`src/rtl/compress_scheduler.sv`:
```
// Compression job sequencer: streams one sketch row from memory into the selected
// engines through a 2-entry skid buffer, then waits for engine completion or timeout.
module compress_scheduler #(
  parameter int unsigned NUM_COUNTER = 10,
  parameter int unsigned ADDR_W      = 4,
  parameter int unsigned TIMEOUT     = 64
) (
  input  logic              SYS_CLK,
  input  logic              RESET,
  input  logic              Start,
  input  logic [1:0]        Mode,
  output logic              Busy,
  output logic              Mem_Rd_En,
  output logic [ADDR_W-1:0] Mem_Rd_Addr,
  input  logic [31:0]       Mem_Rd_Data,
  output logic [31:0]       Counter,
  output logic              Counter_Valid,
  input  logic              Counter_Ready,
  output logic              Last,
  output logic              Te_En,
  output logic              Ss_En,
  input  logic              Te_Done,
  input  logic              Ss_Done,
  input  logic              Flag_TowerEncoding,
  input  logic              Flag_SketchSensing,
  output logic              Done,
  output logic [1:0]        Result,
  output logic              Error
);

  localparam logic [1:0] StIdle   = 2'd0;
  localparam logic [1:0] StStream = 2'd1;
  localparam logic [1:0] StWait   = 2'd2;
  localparam logic [1:0] StReport = 2'd3;

  localparam int unsigned IdxW = ADDR_W + 1;
  localparam int unsigned TmW  = $clog2(TIMEOUT + 1);

  localparam logic [IdxW-1:0] NumCnt  = IdxW'(NUM_COUNTER);
  localparam logic [IdxW-1:0] LastIdx = IdxW'(NUM_COUNTER - 1);
  localparam logic [TmW-1:0]  TmLast  = TmW'(TIMEOUT - 1);

  logic [1:0]      state_q, state_d;
  logic [IdxW-1:0] rd_idx_q, rd_idx_d;
  logic [IdxW-1:0] out_idx_q, out_idx_d;
  logic            rd_pend_q;
  logic [31:0]     buf0_q, buf0_d;
  logic [31:0]     buf1_q, buf1_d;
  logic [1:0]      buf_cnt_q, buf_cnt_d;
  logic [TmW-1:0]  tmr_q, tmr_d;
  logic            te_en_q, te_en_d;
  logic            ss_en_q, ss_en_d;
  logic            te_seen_q, te_seen_d;
  logic            ss_seen_q, ss_seen_d;
  logic            te_flag_q, te_flag_d;
  logic            ss_flag_q, ss_flag_d;
  logic [1:0]      result_q, result_d;
  logic            error_q, error_d;

  logic            in_stream;
  logic            accept;
  logic [2:0]      occ;
  logic            track_done;
  logic            te_hit;
  logic            ss_hit;
  logic            all_done;

  assign in_stream     = (state_q == StStream);
  assign Counter_Valid = in_stream && (buf_cnt_q != 2'd0);
  assign accept        = Counter_Valid && Counter_Ready;

  // Occupancy after this cycle's accept; a new read may only bring it to 2.
  assign occ       = {1'b0, buf_cnt_q} + {2'b00, rd_pend_q} - {2'b00, accept};
  assign Mem_Rd_En = in_stream && (rd_idx_q < NumCnt) && (occ <= 3'd1);

  assign Mem_Rd_Addr = rd_idx_q[ADDR_W-1:0];
  assign Counter     = Counter_Valid ? buf0_q : 32'd0;
  assign Last        = Counter_Valid && (out_idx_q == LastIdx);

  assign Busy   = (state_q != StIdle);
  assign Done   = (state_q == StReport);
  assign Te_En  = te_en_q;
  assign Ss_En  = ss_en_q;
  assign Result = result_q;
  assign Error  = error_q;

  assign track_done = (state_q == StStream) || (state_q == StWait);
  assign te_hit     = track_done && te_en_q && Te_Done && !te_seen_q;
  assign ss_hit     = track_done && ss_en_q && Ss_Done && !ss_seen_q;
  assign all_done   = (!te_en_q || te_seen_q || te_hit) && (!ss_en_q || ss_seen_q || ss_hit);

  // Skid buffer: pop shifts entry 1 forward, returning read data lands behind the head.
  always_comb begin
    buf0_d    = buf0_q;
    buf1_d    = buf1_q;
    buf_cnt_d = buf_cnt_q;
    if (accept) begin
      buf0_d    = buf1_q;
      buf_cnt_d = buf_cnt_q - 2'd1;
    end
    if (rd_pend_q) begin
      if (buf_cnt_d == 2'd0) begin
        buf0_d = Mem_Rd_Data;
      end else begin
        buf1_d = Mem_Rd_Data;
      end
      buf_cnt_d = buf_cnt_d + 2'd1;
    end
  end

  always_comb begin
    state_d   = state_q;
    rd_idx_d  = rd_idx_q;
    out_idx_d = out_idx_q;
    tmr_d     = tmr_q;
    te_en_d   = te_en_q;
    ss_en_d   = ss_en_q;
    te_seen_d = te_seen_q;
    ss_seen_d = ss_seen_q;
    te_flag_d = te_flag_q;
    ss_flag_d = ss_flag_q;
    result_d  = result_q;
    error_d   = error_q;

    if (te_hit) begin
      te_seen_d = 1'b1;
      te_flag_d = Flag_TowerEncoding;
    end
    if (ss_hit) begin
      ss_seen_d = 1'b1;
      ss_flag_d = Flag_SketchSensing;
    end

    case (state_q)
      StIdle: begin
        if (Start) begin
          rd_idx_d  = '0;
          out_idx_d = '0;
          tmr_d     = '0;
          te_seen_d = 1'b0;
          ss_seen_d = 1'b0;
          te_flag_d = 1'b0;
          ss_flag_d = 1'b0;
          result_d  = 2'b00;
          if (Mode != 2'b00) begin
            state_d = StStream;
            te_en_d = Mode[0];
            ss_en_d = Mode[1];
            error_d = 1'b0;
          end else begin
            state_d = StReport;
            te_en_d = 1'b0;
            ss_en_d = 1'b0;
            error_d = 1'b1;
          end
        end
      end
      StStream: begin
        if (Mem_Rd_En) begin
          rd_idx_d = rd_idx_q + 1'b1;
        end
        if (accept) begin
          out_idx_d = out_idx_q + 1'b1;
          if (Last) begin
            state_d = StWait;
            tmr_d   = '0;
          end
        end
      end
      StWait: begin
        // Completion is checked first so it wins a tie with the timeout.
        if (all_done) begin
          state_d  = StReport;
          error_d  = 1'b0;
          result_d = {ss_flag_d, te_flag_d};
        end else if (tmr_q == TmLast) begin
          state_d  = StReport;
          error_d  = 1'b1;
          result_d = {ss_flag_d, te_flag_d};
        end else begin
          tmr_d = tmr_q + 1'b1;
        end
      end
      default: begin
        state_d = StIdle;
        te_en_d = 1'b0;
        ss_en_d = 1'b0;
      end
    endcase
  end

  always_ff @(posedge SYS_CLK) begin
    if (RESET) begin
      state_q   <= StIdle;
      rd_idx_q  <= '0;
      out_idx_q <= '0;
      rd_pend_q <= 1'b0;
      buf0_q    <= '0;
      buf1_q    <= '0;
      buf_cnt_q <= 2'd0;
      tmr_q     <= '0;
      te_en_q   <= 1'b0;
      ss_en_q   <= 1'b0;
      te_seen_q <= 1'b0;
      ss_seen_q <= 1'b0;
      te_flag_q <= 1'b0;
      ss_flag_q <= 1'b0;
      result_q  <= 2'b00;
      error_q   <= 1'b0;
    end else begin
      state_q   <= state_d;
      rd_idx_q  <= rd_idx_d;
      out_idx_q <= out_idx_d;
      rd_pend_q <= Mem_Rd_En;
      buf0_q    <= buf0_d;
      buf1_q    <= buf1_d;
      buf_cnt_q <= buf_cnt_d;
      tmr_q     <= tmr_d;
      te_en_q   <= te_en_d;
      ss_en_q   <= ss_en_d;
      te_seen_q <= te_seen_d;
      ss_seen_q <= ss_seen_d;
      te_flag_q <= te_flag_d;
      ss_flag_q <= ss_flag_d;
      result_q  <= result_d;
      error_q   <= error_d;
    end
  end

endmodule

```
`config.mk`:
```
export PLATFORM = sky130hd
export DESIGN_NAME = compress_scheduler
export DESIGN_NICKNAME = d
export VERILOG_FILES = /design/src/rtl/compress_scheduler.sv
export SDC_FILE = /design/constraint.sdc
export NUM_CORES = 1
export LEC_CHECK = 0
export CAP_MARGIN = 20
export CELL_PAD_IN_SITES_DETAIL_PLACEMENT = 1
export CELL_PAD_IN_SITES_GLOBAL_PLACEMENT = 1
export CORE_MARGIN = 10
export CORE_UTILIZATION = 38
export DETAILED_ROUTE_END_ITERATION = 7
export GPL_TIMING_DRIVEN = 0
export HOLD_SLACK_MARGIN = 0.15
export PLACE_DENSITY = 0.88
export SLEW_MARGIN = 40
export SYNTH_ARGS = -nofsm -noshare
export SYNTH_HDL_FRONTEND = slang
export SYNTH_SLANG_ARGS = --single-unit
```
`constraint.sdc`:
```
create_clock -name SYS_CLK -period 5.3 [get_ports SYS_CLK]
set_input_delay 1.59 -clock SYS_CLK [delete_from_list [all_inputs] [get_ports SYS_CLK]]
set_output_delay 1.59 -clock SYS_CLK [all_outputs]
set_load 0.05 [all_outputs]
```
==> After elaboration in Yosys (flattened, before gate mapping) <==
Cells that the tools add are included.
{ "totals": {"regBits": 95, "input_bits": 42} }
{ "classes": {"bitwise_logic": 2, "muxes": 51, "eq_ne": 12, "reduce_logical": 37, "n_lt_le_gt_ge": 2, "n_addsub": 7} }
{ "op_table": {"columns": ["cell", "n"], "rows": [
  ["2-to-1 mux 32 bit", 4],
  ["2-to-1 mux 7 bit", 5],
  ["2-to-1 mux 2 bit", 11],
  ["case mux 7 bit (3 select lines)", 1],
  ["2-to-1 mux 1 bit", 20],
  ["case mux 5 bit (2 select lines)", 2],
  ["2-to-1 mux 5 bit", 3],
  ["logical AND 1 bit", 12],
  ["adder 5 x 1 -> 5 bit (second input constant)", 2],
  ["inequality test 2 bit (second input constant)", 5],
  ["nonzero test 2 bit", 5],
  ["AND reduction 3 bit", 3],
  ["adder 7 x 1 -> 7 bit (second input constant)", 1],
  ["equality test 7 x 6 -> 1 bit (second input constant)", 1],
  ["case mux 1 bit (2 select lines)", 3],
  ["case mux 2 bit (3 select lines)", 1],
  ["AND reduction 6 bit", 1],
  ["equality test 5 x 4 -> 1 bit (second input constant)", 1],
  ["logical OR 1 bit", 5],
  ["< comparator 5 x 4 -> 1 bit (second input constant)", 1],
  ["equality test 2 bit (second input constant)", 2],
  ["logical NOT 1 bit", 4],
  ["logical NOT 2 bit", 2],
  ["case mux 2 bit (2 select lines)", 1],
  ["other kinds (13)", 15]
]} }

==> Longest topological paths before layout <==
Gate-level depths: netlist of the first run.
{ "depth": {"ltp_word": 9, "mapped_depth": 14, "depth_no_buf": 13} }

==> Worst setup path before layout of the first run <==
No wires, ideal clock.
{ "synth_timing": {"path_type": "input to output", "start": "input port Counter_Ready", "end": "output port Mem_Rd_En", "t_arrival_ns": 3.536, "path_slack_ns": 0.174, "n_path_buf": 2, "stages": 10, "required_ns": 3.710, "cell_sequence": "clkbuf_8 nand3b_1 buf_2 xnor2_1 ha_1 inv_1 fa_1 xnor2_1 nand4_1 inv_1"} }
{ "synth_via": {"elab_chain_len": 4} }
{ "synth_lines": {"columns": ["element", "line", "rtl"], "rows": [
  ["from (decl)", "18", "input logic Counter_Ready,"],
  ["logical AND 1 bit", "70", "assign accept = Counter_Valid && Counter_Ready;"],
  ["subtractor 3 x 1 -> 3 bit", "73", "assign occ = {1'b0, buf_cnt_q} + {2'b00, rd_pend_q} - {2'b00, accept};"],
  ["<= comparator 3 x 1 -> 1 bit", "74", "assign Mem_Rd_En = in_stream && (rd_idx_q < NumCnt) && (occ <= 3'd1);"],
  ["logical AND 1 bit", "74", null],
  ["to (decl)", "13", "output logic Mem_Rd_En,"]
]} }
No other way between the ends.

==> Worst setup path in the final report of the first run <==
Ends and elaborated chain as after synthesis.

==> results_dict.tcl, run 1 <==
set metrics [dict create \
    status "complete, no violations" \
    clockRootBuffer "clkbuf_16" \
    p_seq_frac 0.373 \
    power.switching_w 0.000920 \
    dpl.cell_count 785 \
    drc 0 \
    yosys.area.top_type "dfxtp_1" \
    worstHoldPathType "register to register" \
    synthMostInstantiatedCell "nand2_1" \
    netlist_instances 556 \
    setup-violations-final 0 \
    ant_nets 0 \
    insertedDiodeCount 0 \
    htree_levels 3 \
    startpoint "Counter_Ready" \
    critPathMaxStageDelay_ns 0.37 \
    wire_per_inst_um 18.6 \
    clock_skew_ns 0.00802 \
    cpMostUsedCell "inv_1" \
    power.share.clock 0.277 \
    drt_iter0_drc 191 \
    ys.flop_type "dfxtp_1" \
    initial_utilization 0.390 \
    endpoint_kind "output port" \
    synth-seq-cells 95 \
    avgSynthCellArea_um2 8.04 \
    clk_pin_slew_ns 0.07 \
    dp_hpwl_um 10600 \
    num_rows 39 \
    die_y_um 128 \
    finish.utilization 0.510 \
    period_share 0.974 \
    antenna_found_initial 1 \
    p_per_area_nw_per_um2 422 \
    synthTopCellsByArea "dfxtp_1, nand2_1, a311oi_1, nor2_1, a21oi_1" \
    vias 4392 \
    cts_tree "done" \
    p_comb_frac 0.350 \
    yosys_warnings 0 \
    drt_pass1_iterations 5 \
    finalHoldViolations 0 \
    fmax_mhz 194 \
    io_buffers 86 \
    coreArea_um2 11500 \
    syn2layout_area_growth_pct 30.8 \
    drv_slew 0 \
    synth_common_cells "nand2_1, dfxtp_1, nor2_1" \
    wl_um 14900 \
    hp-start "buf1_q[4]" \
    slowest_stage "fa_1" \
    cts.sinks 95 \
    clockBufferDepth 2 \
    slew_headroom 0.493 \
    nets 710 \
    overflow 0 \
    grt_pass1_wl_um 24400 \
    gp_congestion 0.833 \
    insertion_delay_ns 0.35 \
    netlist_area_um2 4470 \
    crit_chain "clkbuf_8 > nand3b_1 > buf_2 > xnor2_2 > ha_1 > inv_1 > fa_1 > xnor2_1 > nand4_1 > inv_1 > buf_4" \
    grt.total_usage 0.179 \
    power.internal_w 0.00155 \
    die_x_um 128 \
    r2r_slack_ns 2.11 \
    vdd_drop_max_uv 202 \
    cp.arrival_ns 3.57 \
    start_kind "input port" \
    synth_async_sr_flop_share 0 \
    layout-drive-gt1-share 0.0651 \
    grt_max_degree 16 \
    worstMarginPinSlew_ns 0.758 \
    max-cap-violations 0 \
    ioPinCount 88 \
    crit_path_max_fanout 10 \
    synth_seq_area_share 0.425 \
    vias_per_cell 5.46 \
    fin_cells 804 \
    ys_types 51 \
    timing.rr.start "state_q[1]" \
    dieArea_um2 16500 \
    critPathRequiredTime_ns 3.71 \
    path_class "input port to output port" \
    first_global_vias 4828 \
    post-route-min-period_ns 5.16 \
    synth_fp_nets 610 \
    switching_share 0.373 \
    p_leak_nw 2.07 \
    yosysTopAreaCellShare 0.425 \
    cts-buffers-inserted 9 \
    synth_enable_flop_cells 0 \
]
-- worst max-delay path, delay by kind of cell --
family | cells | cell delay [ns]
and+or+nand+nor | 2 | 0.31
buffers and inverters | 5 | 0.81
adders and majority gates | 2 | 0.55
xor gates and xnor gates | 2 | 0.29
-- final timing paths --
kind | end | cells after the start
max | Mem_Rd_En | 11
min | buf1_q[4] | 2
max reg2reg | rd_idx_q[1] | 14
min reg2reg | buf1_q[4] | 2
-- power by group through the flow --
stage,clock [W],combinational (W),sequential (W)
after floorplan,0,0.000566,0.000927
after global placement,0,0.000791,0.000922
after detailed placement,0,0.000834,0.000929
after CTS,0.000692,0.000849,0.000917
after global routing,0.000719,0.000951,0.000934
final,0.000683,0.000864,0.000920
-- flip-flops by register name, indices dropped and copies added (netlist names), 2 cells and up --
register and flops:
buf1_q 32, Result 2, buf_cnt_q 2, buf0_q 32, state_q 2, rd_idx_q 5, tmr_q 7, out_idx_q 5
-- repair_timing --
item / in CTS / in global routing
cloned: 0 / 0
gates resized for setup: 6 / 1
pin swaps: 0 / 1
hold buffers: 0 / 0
buffers inserted: 1 / 2
setup endpoints to repair: 1 / 1
-- cells in the final DEF, fill, tap and decap left out, types with 7 or more instances in the layout --
cell	synthesis	routed
nand2_1	112	112
dfxtp_1	95	95
clkdlybuf4s50_1	0	85
nor2_1	60	60
a21oi_1	43	43
nand3_1	37	37
and2_1	32	32
a311oi_1	32	32
clkbuf_1	26	27
inv_1	12	12
ha_1	11	11
buf_4	5	9
clkbuf_16	0	9
buf_2	7	7
nor2b_1	7	7
-- per-stage QoR --
step	setup TNS (ns)	setup WS [ns]	hold WS, ns	cell area [um2]	power, W
floorplan	0	0.174	0.409	4470	0.00149
global placement	-0.802	-0.802	0.422	5510	0.00171
detailed placement	-0.892	-0.892	0.432	5510	0.00176
CTS	0	0.0531	0.460	5820	0.00246
global route	-0.0685	-0.0685	0.473	5850	0.00260
finish	0	0.137	0.463	5850	0.00247
-- layout make-up --
| class | count | area, um2 |
|---|---|---|
| buffer | 43 | 226 |
| clock buffer | 12 | 256 |
| clock inverter | 4 | 52.6 |
| fill | 1376 | 5620 |
| inverter | 13 | 48.8 |
| multi-input combinational | 405 | 2300 |
| sequential | 95 | 1900 |
| tap | 143 | 179 |
| timing repair buffer | 89 | 881 |
-- metal layers --
metal | wire length [um] | share of wire | vias up | track usage
met4 | 261 | 0.017 | 2 | 0.0755
met1 | 6460 | 0.43 | 2164 | 0.206
met5 | 13 | 0.00087 | - | 0
met3 | 715 | 0.048 | 24 | 0.0415
met2 | 7480 | 0.50 | 103 | 0.312
li1 | - | - | 2099 | -
-- cell families (layout without fill, tap and decap cells) --
| logic type | after synthesis | in the layout | synth area share |
|---|---|---|---|
| and+or+nand+nor | 276 | 276 | 0.287 |
| AOI/OAI and AO/OA | 103 | 103 | 0.161 |
| DFF | 95 | 95 | 0.425 |
| buffers and inverters | 56 | 161 | 0.0616 |
| adders and majority gates | 12 | 12 | 0.0353 |
| xor gates and xnor gates | 8 | 8 | 0.0157 |
| muxes | 6 | 6 | 0.0134 |
(Power assumes the default switching activity.)
==> inputs of run 2 (changes only) <==
--- a/config.mk
+++ b/config.mk
@@ -5,10 +5,10 @@
 export SDC_FILE = /design/constraint.sdc
 export NUM_CORES = 1
 export LEC_CHECK = 0
-export CAP_MARGIN = 20
+export CAP_MARGIN = 10
 export CELL_PAD_IN_SITES_DETAIL_PLACEMENT = 1
 export CELL_PAD_IN_SITES_GLOBAL_PLACEMENT = 1
-export CORE_MARGIN = 10
+export CORE_MARGIN = 1.5
 export CORE_UTILIZATION = 38
 export DETAILED_ROUTE_END_ITERATION = 7
 export GPL_TIMING_DRIVEN = 0
==> run 2 against run 1 <==
Non-clock buffer count decreased by 1; sequential share of layout area increased by 0.084 points; largest power group unchanged; first-iteration DRC count is 25% higher; combinational power about the same; maximum frequency up 0.67%; global-route usage grew 5.2 points; highest routed layer is now met4; critical endpoint unchanged; clock skew is essentially flat; largest cell class unchanged; via count fell by 0.61%; worst hold slack got worse by 0.0060 ns; critical path type unchanged.
==> results_dict.tcl, run 2 (synthesis results as in run 1) <==
set metrics [dict create \
    critPathMaxStageDelay_ns 0.39 \
    ant_nets 0 \
    finalHoldViolations 0 \
    slowest_stage "fa_1" \
    p_total_w 0.00246 \
    layout_common_cells "nand2_1, dfxtp_1, clkdlybuf4s50_1" \
    wl_met3_um 381 \
    rsz0062_at_grt "no" \
    crit_chain "clkbuf_8 > nand3b_1 > buf_4 > xnor2_2 > ha_1 > inv_1 > fa_1 > xnor2_1 > nand4_1 > inv_1 > buf_4" \
    placed_cell_area_um2 5510 \
    num_rows 39 \
    drc 0 \
    max-cap-violations 0 \
    start_kind "input port" \
    insertedDiodeCount 0 \
    worstMarginPinSlew_ns 0.791 \
    endpoint_kind "output port" \
    clock_skew_ns 0.00821 \
    first_global_vias 4604 \
    worstHoldPathType "register to register" \
    p_leak_nw 2.06 \
    nets 709 \
    gp_congestion 0.798 \
    cts_hold_buffers 0 \
    wire_per_inst_um 18.0 \
    wl_um 14400 \
    layout-drive-gt1-share 0.0622 \
    holdPathEnd "buf1_q[18]" \
    cts.sinks 95 \
    die_y_um 111 \
    worst_slack_ns 0.171 \
    htree_levels 3 \
    hp-start "buf1_q[18]" \
    multi_input_area_um2 2300 \
    fmax_mhz 195 \
    slew_headroom 0.472 \
    dieArea_um2 12400 \
    r2r_slack_ns 2.22 \
    cts_tree "done" \
    cts-buffers-inserted 9 \
    drt_pass1_iterations 4 \
    grt_pass1_wl_um 23300 \
    grt_max_degree 15 \
    status "complete, no violations" \
    crit_path_max_fanout 10 \
    final_area_um2 5830 \
    drv_slew 0 \
    met1Wirelength_um 6450 \
    vias_per_cell 5.44 \
    drt_iter0_drc 238 \
    p_per_area_nw_per_um2 421 \
    dp_hpwl_um 9770 \
    worstRegToRegCells 13 \
    overflow 0 \
    coreArea_um2 11500 \
    clockRootBuffer "clkbuf_16" \
    path_class "input port to output port" \
    ioPinCount 88 \
    seq_area_um2 1900 \
    r2r-end "rd_idx_q[1]" \
    initial_utilization 0.390 \
    timing.rr.start "buf_cnt_q[1]" \
    syn2layout_area_growth_pct 30.5 \
    routed-wl-met2_um 7320 \
    reg_top3 "buf0_q x32, buf1_q x32, tmr_q x7" \
    setup-violations-final 0 \
    post-route-min-period_ns 5.13 \
    antenna_found_initial 0 \
    hold_depth 2 \
    dpl.cell_count 785 \
    vias 4365 \
    io_buffers 86 \
    insertion_delay_ns 0.35 \
    grt.total_usage 0.232 \
    die_x_um 111 \
    hold_ws_ns 0.457 \
    fillers 1374 \
    fin_cells 802 \
    clk_pin_slew_ns 0.07 \
    critPathRequiredTime_ns 3.71 \
    vdd_drop_max_uv 163 \
    period_share 0.968 \
    dp_slack_ns -0.873 \
    clockBufferDepth 2 \
    layout_commonest_cell "nand2_1" \
    cp.arrival_ns 3.54 \
    top_layer "met4" \
]
-- run 2: cell types whose count changed in the layout (fill, tap and decap cells not counted) --
cell | previous run | this run
buf_2 | 7 | 6
clkinv_4 | 1 | 0
clkinvlp_4 | 0 | 1
inv_6 | 1 | 0
-- run 2: stage by stage --
| stage | TNS [ns] | util |
|---|---|---|
| 2_1_floorplan | 0 | - |
| 3_3_place_gp | -0.806 | 0.481 |
| 3_5_place_dp | -0.873 | 0.481 |
| 4_1_cts | 0 | 0.507 |
| 5_1_grt | 0 | 0.509 |
| 6_report | 0 | 0.509 |
-- run 2: final cells by class --
type / count / share of cell area
inverters: 13 / 0.00837
clock buffers: 12 / 0.0440
well taps: 143 / 0.0307
plain buffers: 43 / 0.0393
flip-flops and latches: 95 / 0.326
repair buffers: 88 / 0.150
multi-input cells: 405 / 0.395
clock inverters: 3 / 0.00729
-- run 2: timing repair --
| action | in CTS | in global routing |
|---|---|---|
| endpoints found under the setup margin | 1 | 1 |
| pin swaps | 0 | 1 |
| gates resized for setup | 5 | 5 |
| setup buffers | 1 | 1 |
-- run 2: power by group --
group / internal, W / switching [W]
sequential: 0.000838 / 0.0000832
combinational: 0.000313 / 0.000550
clock: 0.000389 / 0.000284
total: 0.00154 / 0.000918
-- run 2: how the worst max path moves through the flow --
stage / startpoint / end / slack, ns
4_1_cts: Counter_Ready / Mem_Rd_En / 0.01
6_report: Counter_Ready / Mem_Rd_En / 0.17
2_1_floorplan: Counter_Ready / Mem_Rd_En / 0.17
3_3_place_gp: Counter_Ready / Mem_Rd_En / -0.81
3_5_place_dp: Counter_Ready / Mem_Rd_En / -0.87
5_1_grt: Counter_Ready / Mem_Rd_En / 0.02
-- run 2: routing by layer --
metal	track usage	up-vias
li1	-	2091
met1	0.284	2163
met2	0.412	89
met3	0.0289	22
met4	0.0937	0
met5	0	-
-- run 2: worst max-delay path, delay by kind of cell --
kind                       cells  cell delay, ns
buffers and inverters          5            0.74
xor gates and xnor gates       2            0.33
and+or+nand+nor                2            0.31
adders and majority gates      2            0.57
==> inputs of run 3 (changes only) <==
--- a/config.mk
+++ b/config.mk
@@ -18,3 +18,4 @@
 export SYNTH_ARGS = -nofsm -noshare
 export SYNTH_HDL_FRONTEND = slang
 export SYNTH_SLANG_ARGS = --single-unit
+export TNS_END_PERCENT = 50
==> results of run 3 <==
Final layout, timing and power as in run 2 (identical DEF).
